--- src/rtl/pipelined_csa_addsub_if.sv ---
// rtl/pipelined_csa_addsub_if.sv - operand and result stream bundle for pipelined_csa_addsub
interface pipelined_csa_addsub_if #(
    parameter int WIDTH = 32
);
    logic             in_valid;
    logic             in_ready;
    logic [WIDTH-1:0] in_a;
    logic [WIDTH-1:0] in_b;
    logic             in_sub;
    logic             in_cin;
    logic             in_sat;
    logic             out_valid;
    logic             out_ready;
    logic [WIDTH-1:0] out_y;
    logic             out_c;
    logic             out_v;
    logic             out_z;

    modport master (
        output in_valid, in_a, in_b, in_sub, in_cin, in_sat, out_ready,
        input  in_ready, out_valid, out_y, out_c, out_v, out_z
    );

    modport slave (
        input  in_valid, in_a, in_b, in_sub, in_cin, in_sat, out_ready,
        output in_ready, out_valid, out_y, out_c, out_v, out_z
    );
endinterface

--- src/rtl/pipelined_csa_addsub.sv ---
// rtl/pipelined_csa_addsub.sv - pipelined carry-select add/sub with saturation, flags and stream handshake
module pipelined_csa_addsub #(
    parameter int WIDTH = 32,
    parameter int BLK   = 4,
    parameter int GRP   = 2
) (
    input  logic                 clk,
    input  logic                 rst_n,
    pipelined_csa_addsub_if.slave bus
);
    localparam int NBLK   = WIDTH / BLK;
    localparam int STAGES = NBLK / GRP;
    localparam int SW     = GRP * BLK;

    if ((WIDTH % BLK) != 0 || (NBLK % GRP) != 0 || STAGES < 1) begin : g_param_check
        $error("pipelined_csa_addsub: WIDTH must split into BLK-bit blocks and the blocks into GRP-block stages");
    end

    logic             adv;
    logic             out_valid_q;
    logic             out_c_q;
    logic             out_v_q;
    logic             out_z_q;
    logic [WIDTH-1:0] out_y_q;

    // single global stall: nothing moves while a result waits for the consumer
    assign adv           = !out_valid_q || bus.out_ready;
    assign bus.in_ready  = adv;
    assign bus.out_valid = out_valid_q;
    assign bus.out_y     = out_y_q;
    assign bus.out_c     = out_c_q;
    assign bus.out_v     = out_v_q;
    assign bus.out_z     = out_z_q;

    for (genvar j = 0; j < STAGES; j++) begin : stg
        // this stage resolves bits [HI-1:LO]; only operand bits from LO upward still matter here
        localparam int LO = j * SW;
        localparam int HI = LO + SW;

        logic              vld_i;
        logic              c_i;
        logic              sub_i;
        logic              sat_i;
        logic              c_o;
        logic [WIDTH-1:LO] a_i;
        logic [WIDTH-1:LO] x_i;
        logic [SW-1:0]     ysl;
        logic [HI-1:0]     y_o;
        logic [BLK:0]      s0;
        logic [BLK:0]      s1;
        logic              cc;

        if (j == 0) begin : g_src
            assign vld_i = bus.in_valid;
            assign a_i   = bus.in_a;
            assign x_i   = bus.in_b ^ {WIDTH{bus.in_sub}};
            assign c_i   = bus.in_cin ^ bus.in_sub;
            assign sub_i = bus.in_sub;
            assign sat_i = bus.in_sat;
            assign y_o   = ysl;
        end else begin : g_src
            assign vld_i = stg[j-1].g_mid.vld_q;
            assign a_i   = stg[j-1].g_mid.a_q;
            assign x_i   = stg[j-1].g_mid.x_q;
            assign c_i   = stg[j-1].g_mid.c_q;
            assign sub_i = stg[j-1].g_mid.sub_q;
            assign sat_i = stg[j-1].g_mid.sat_q;
            assign y_o   = {ysl, stg[j-1].g_mid.y_q};
        end

        // each block precomputes sums for both carry values; the carry arriving at the block picks one
        always_comb begin
            cc  = c_i;
            ysl = '0;
            s0  = '0;
            s1  = '0;
            for (int g = 0; g < GRP; g++) begin
                s0 = {1'b0, a_i[LO + g*BLK +: BLK]} + {1'b0, x_i[LO + g*BLK +: BLK]};
                s1 = {1'b0, a_i[LO + g*BLK +: BLK]} + {1'b0, x_i[LO + g*BLK +: BLK]} + (BLK+1)'(1);
                ysl[g*BLK +: BLK] = cc ? s1[BLK-1:0] : s0[BLK-1:0];
                cc = cc ? s1[BLK] : s0[BLK];
            end
            c_o = cc;
        end

        if (j < STAGES - 1) begin : g_mid
            logic              vld_q;
            logic              c_q;
            logic              sub_q;
            logic              sat_q;
            logic [WIDTH-1:HI] a_q;
            logic [WIDTH-1:HI] x_q;
            logic [HI-1:0]     y_q;

            // stage valid bit; bubbles are kept, so it follows the stall like the data
            always_ff @(posedge clk or negedge rst_n) begin
                if (!rst_n) begin
                    vld_q <= 1'b0;
                end else if (adv) begin
                    vld_q <= vld_i;
                end
            end

            // payload: resolved low slices, pending high operand slices, carry and sidebands
            always_ff @(posedge clk) begin
                if (adv && vld_i) begin
                    a_q   <= a_i[WIDTH-1:HI];
                    x_q   <= x_i[WIDTH-1:HI];
                    y_q   <= y_o;
                    c_q   <= c_o;
                    sub_q <= sub_i;
                    sat_q <= sat_i;
                end
            end
        end else begin : g_last
            logic             ovf;
            logic [WIDTH-1:0] y_fin;

            // signed overflow from operand/result signs, then clamp toward the sign of A
            always_comb begin
                ovf   = (a_i[WIDTH-1] == x_i[WIDTH-1]) && (y_o[WIDTH-1] != a_i[WIDTH-1]);
                y_fin = y_o;
                if (sat_i && ovf) begin
                    y_fin = a_i[WIDTH-1] ? {1'b1, {(WIDTH-1){1'b0}}} : {1'b0, {(WIDTH-1){1'b1}}};
                end
            end

            // registered result; flags are captured alongside so they stay aligned under stall
            always_ff @(posedge clk or negedge rst_n) begin
                if (!rst_n) begin
                    out_valid_q <= 1'b0;
                    out_y_q     <= '0;
                    out_c_q     <= 1'b0;
                    out_v_q     <= 1'b0;
                    out_z_q     <= 1'b0;
                end else if (adv) begin
                    out_valid_q <= vld_i;
                    if (vld_i) begin
                        out_y_q <= y_fin;
                        out_c_q <= c_o ^ sub_i;
                        out_v_q <= ovf;
                        out_z_q <= (y_fin == '0);
                    end
                end
            end
        end
    end
endmodule

--- src/flat_wrapper.sv ---
// flat-port wrapper written by rule: the top's interface ports become plain ports
module pipelined_csa_addsub_flat 
#(
    parameter int WIDTH = 32,
    parameter int BLK   = 4,
    parameter int GRP   = 2
)
  (clk, rst_n, bus_in_valid, bus_in_a, bus_in_b, bus_in_sub, bus_in_cin, bus_in_sat, bus_out_ready, bus_in_ready, bus_out_valid, bus_out_y, bus_out_c, bus_out_v, bus_out_z);
  pipelined_csa_addsub_if #(.WIDTH(WIDTH)) bus_i ();
  input  logic clk;
  input  logic rst_n;
  input wire logic [$bits(bus_i.in_valid)-1:0] bus_in_valid;
  input wire logic [$bits(bus_i.in_a)-1:0] bus_in_a;
  input wire logic [$bits(bus_i.in_b)-1:0] bus_in_b;
  input wire logic [$bits(bus_i.in_sub)-1:0] bus_in_sub;
  input wire logic [$bits(bus_i.in_cin)-1:0] bus_in_cin;
  input wire logic [$bits(bus_i.in_sat)-1:0] bus_in_sat;
  input wire logic [$bits(bus_i.out_ready)-1:0] bus_out_ready;
  output wire logic [$bits(bus_i.in_ready)-1:0] bus_in_ready;
  output wire logic [$bits(bus_i.out_valid)-1:0] bus_out_valid;
  output wire logic [$bits(bus_i.out_y)-1:0] bus_out_y;
  output wire logic [$bits(bus_i.out_c)-1:0] bus_out_c;
  output wire logic [$bits(bus_i.out_v)-1:0] bus_out_v;
  output wire logic [$bits(bus_i.out_z)-1:0] bus_out_z;
  assign bus_i.in_valid = bus_in_valid;
  assign bus_i.in_a = bus_in_a;
  assign bus_i.in_b = bus_in_b;
  assign bus_i.in_sub = bus_in_sub;
  assign bus_i.in_cin = bus_in_cin;
  assign bus_i.in_sat = bus_in_sat;
  assign bus_i.out_ready = bus_out_ready;
  assign bus_in_ready = bus_i.in_ready;
  assign bus_out_valid = bus_i.out_valid;
  assign bus_out_y = bus_i.out_y;
  assign bus_out_c = bus_i.out_c;
  assign bus_out_v = bus_i.out_v;
  assign bus_out_z = bus_i.out_z;
  pipelined_csa_addsub #(.WIDTH(WIDTH), .BLK(BLK), .GRP(GRP)) u_core (.clk(clk), .rst_n(rst_n), .bus(bus_i));
endmodule
--- config.mk ---
export PLATFORM = sky130hd
export DESIGN_NAME = pipelined_csa_addsub_flat
export DESIGN_NICKNAME = d
export VERILOG_FILES = /design/src/rtl/pipelined_csa_addsub_if.sv /design/src/rtl/pipelined_csa_addsub.sv /design/src/flat_wrapper.sv
export SDC_FILE = /design/constraint.sdc
export NUM_CORES = 1
export LEC_CHECK = 0
export ABC_AREA = 1
export CELL_PAD_IN_SITES_DETAIL_PLACEMENT = 1
export CELL_PAD_IN_SITES_GLOBAL_PLACEMENT = 1
export CORE_MARGIN = 3
export CORE_UTILIZATION = 45
export DETAILED_ROUTE_END_ITERATION = 16
export GPL_TIMING_DRIVEN = 0
export PLACE_DENSITY_LB_ADDON = 0.3
export SLEW_MARGIN = 20
export SYNTH_ARGS = -nofsm -noshare
export SYNTH_HDL_FRONTEND = slang
export SYNTH_SLANG_ARGS = --single-unit
--- constraint.sdc ---
create_clock -name clk -period 3.5 [get_ports clk]
set_input_delay 0.35 -clock clk [delete_from_list [all_inputs] [get_ports clk]]
set_output_delay 0.35 -clock clk [all_outputs]
set_load 0.05 [all_outputs]
==> summary.md <==
| Metric | Value |
|---|---|
| Initial antenna violation count | 0 |
| CP endpoint kind | flop |
| CTS tree | yes |
| Detailed Routing Iterations Pass 1 | 4 |
| IO Pins | roughly 110 |
| Worst endpoint required time | slightly below 4000 ps |
| DIE AREA | approximately 20,000 sq um |
| DRT antenna net count | 0 |
| Post-synthesis sequential area ratio | around two thirds |
| WP data arrival | approximately 3700 ps |
| Actual slew at the worst max-slew pin | 811 ps |
| Congestion Overflow GR | 0 |
| FF-to-FF setup slack | around 190 ps |
| Syn_nets | 759 |
| Hold path depth | 1 |
| PD cells | approximately 900 nW/um^2 |
| Final Instance Area | between 10,000 and 15,000 sq um |
| Max Fclk | slightly above 0.3 GHz |
| VDD IR max | 0.415 mV |
| Starting Density | a little under half |
| Crit. Startpoint | u_core.stg[2].g_mid.x_q[24] |
| Htree depth | 4 |
| Post-route DRC | 0 |
| Placed Area | 9840 sq um |
| Detailed Route Iter0 Violations | approximately 230 |
| NetSw | 3.69 mW |
| Max Cap Violations | 0 |
| Dominant cell type by area after synthesis | edfxtp_1 |
| Avg Inst Size Synth | around 13 sq um |
| Num rows | 49 |
| Worst Hold Class | input pin to flop |
| Startpoint type of the worst setup path | flop |
| Count leader, synth | edfxtp_1 |
| Share of layout cells above drive strength 1 | under 10% |
| Drt wl/cell | between 15 and 20 um |
| Root buffer cell | clkbuf_16 |
| RSZ-0062 raised after global routing | true |
| Top_reg_cell synth | edfxtp_1 |
| Total power | between 9 and 10 mW |
| Clock transition at path regs | ~70 ps |
| Die span in y | 142 um |
| Via/cell ratio | about 5.1 |
| Final WL | about 18 mm |
| IO Port Bufs | about 110 |
| Core area | 18,100 sq um |
| Synth top area cells | edfxtp_1, dfrtp_1, ha_1 |
| Flops & latches, synth | 192 |
| Post-synth cell types | 33 |
| Cell area after synthesis | around 8400 sq um |
| Hold EP | u_core.stg[0].g_mid.sub_q |
| Final hold vios | 0 |
| Clock network fraction of total power | about a fifth |
| Number of global-route vias before repair | ~5,700 |
| Outcome | finished, final reports clean |
| HPWL after detailed placement | 13.6 mm |
| Comb pwr share | 41.5% |
| Static Leakage | 4.10 nW |
| Share of power burned in registers | 39.3% |
| Largest net degree at the start of global routing | 60 |
| RR Endpoint | u_core.bus.out_z |
| CTS Buf Count | 17 |
| Top cell type's share of synthesized area | 54.9% |
| Setup bufs post-CTS | 0 |
| Slew Limit Headroom | 45.9% |
| Worst-path fanout max | 10 |
| FF-to-FF Start | u_core.stg[2].g_mid.x_q[24] |
| Max Clock Skew | 9.02 ps |
| Vias | 5,162 |
| Clock Sinks | 192 |
| Tmin final | between 3000 and 4000 ps |
| Nets | 889 |
| Commonest cells post-synth | edfxtp_1, nand2_1, nor2_1 |
| Max Root-Sink Buffers | 2 |
| Worst hold start | bus_in_sub |
| DP Worst Slack | -1210 ps |
| Switching share of power | between 30% and 40% |
| Worst-Skew Late Latency | ~430 ps |
| Total Routing Usage GR | around 18% |
| Max Slew Vio Count | 0 |
| Die W | about 140 um |
| Cells after Synth | 640 |
| GP Congestion | a little over 0.8 |
| Final worst slack | between 150 and 200 ps |
| Synthesis Warnings | 0 |
| Final worst path period share | a little over nine tenths |
| N_diodes | 0 |
| Layout area overhead | 24.2% |
| WS Path Type | flop to flop |
| Count of final setup violators | 0 |
| Setup TNS | 0 ps |
| Number of enable flip-flop cells after synthesis | approximately 150 |
| R2R cell count | 20 |
| First-pass GRT wire length | about 28 mm |
| Pint | roughly 5.7 mW |
| Async SR Flop Fraction | about a fifth |
[critical path: stages, from the launching register on]
cell and delay [ps]:
edfxtp_1 380, ha_1 250, fa_1 590, ha_1 150, nand2_1 110, nor2_2 180
nand3_1 100, nand2_2 90, nand2_2 100, nand2_2 110, nand2_2 100, nand2_4 90
nand4_4 180, buf_6 230, nand2_2 90, nand2_1 60, nor2_1 110, nand2_1 70
nor2_1 80, nand3_1 100, nand2_1 80
[power groups by stage]
stage	clock network (mW)	registers [mW]	logic, mW
floorplan	0	4.32	1.92
global placement	0	3.73	3.57
detailed placement	0	3.73	3.87
CTS	1.84	3.68	3.91
global route	1.93	3.75	4.25
finish	1.80	3.68	3.88
[per-stage QoR]
step                      std cells  hold WS, ps  utilization [%]
after global placement          976          402             53.6
final                          1012          343             57.3
after detailed placement        980          359             54.2
after CTS                      1012          419             57.3
after global routing           1012          341             57.3
after floorplan                 640         54.4                -
[sequential cells by signal (all words and copies together), names as in the netlist]
signal                  cells
u_core.stg.g_mid.x_q       48
u_core.stg.g_mid.vld_q      3
u_core.bus.out_y           32
u_core.bus.out_valid        1
u_core.bus.out_c            1
u_core.bus.out_v            1
u_core.stg.g_mid.a_q       48
u_core.stg.g_mid.c_q        3
u_core.stg.g_mid.sat_q      3
u_core.stg.g_mid.sub_q      3
u_core.bus.out_z            1
u_core.stg.g_mid.y_q       48
[metal layers]
metal | GRT usage [%] | wire, um | vias to the layer above
met4 | 7.05 | 400 | 0
met5 | 0 | 0 | -
met2 | 33.2 | 9490 | 108
met3 | 4.03 | 632 | 22
li1 | - | - | 2475
met1 | 20.7 | 7270 | 2557
[cell families (layout without fill, tap and decap cells)]
logic type,count (synthesis),after routing,share of synthesized area [%]
compound gates,60,60,4.05
flops,192,192,66.5
fa+ha+maj,48,48,7.89
buf+inv,54,197,2.60
mux,3,3,0.403
xor+xnor,75,75,7.85
simple gates,208,208,10.7
[how the worst max path moves through the flow]
stage                                        endpoint  depth (start not counted)
after global routing                 u_core.bus.out_z                         18
after global placement        u_core.stg[0].g_mid.c_q                         17
after detailed placement      u_core.stg[0].g_mid.c_q                         17
final                                u_core.bus.out_z                         20
after CTS                     u_core.stg[0].g_mid.c_q                         16
after floorplan           u_core.stg[1].g_mid.a_q[16]                          3
[placed cells by master, fill, tap and decap left out, drive strengths merged, types with 2 or more instances in the layout]
cell type / Yosys / final
nand2: 109 / 109
fa: 8 / 8
nor2: 63 / 63
o21ai: 8 / 8
a21oi: 35 / 35
o41ai: 4 / 4
buf: 7 / 12
dfrtp: 39 / 39
ha: 40 / 40
nand3: 26 / 26
a31oi: 10 / 10
clkinvlp: 0 / 3
clkbuf: 7 / 27
xor2: 55 / 55
edfxtp: 153 / 153
clkinv: 0 / 6
inv: 40 / 42
o21bai: 2 / 2
nand4: 7 / 7
xnor2: 20 / 20
clkdlybuf4s50: 0 / 105
mux2: 3 / 3
[area by class of cell]
class                      instances  area [sq um]
fill                            1828          7750
sequential                       192          5570
multi-input combinational        394          2600
timing repair buffer             112          1170
clock buffer                      20           437
tap                              229           287
inverter                          40           153
clock inverter                    12           111
buffer                            13          67.6
[repair_timing]
item / CTS / global route
setup endpoints to repair: 5 / 9
resized for setup: 3 / 2
endpoints found under the hold margin: 21 / 0
hold buffers: 1 / 0
No activity file was read; power rests on OpenSTA's default activity.
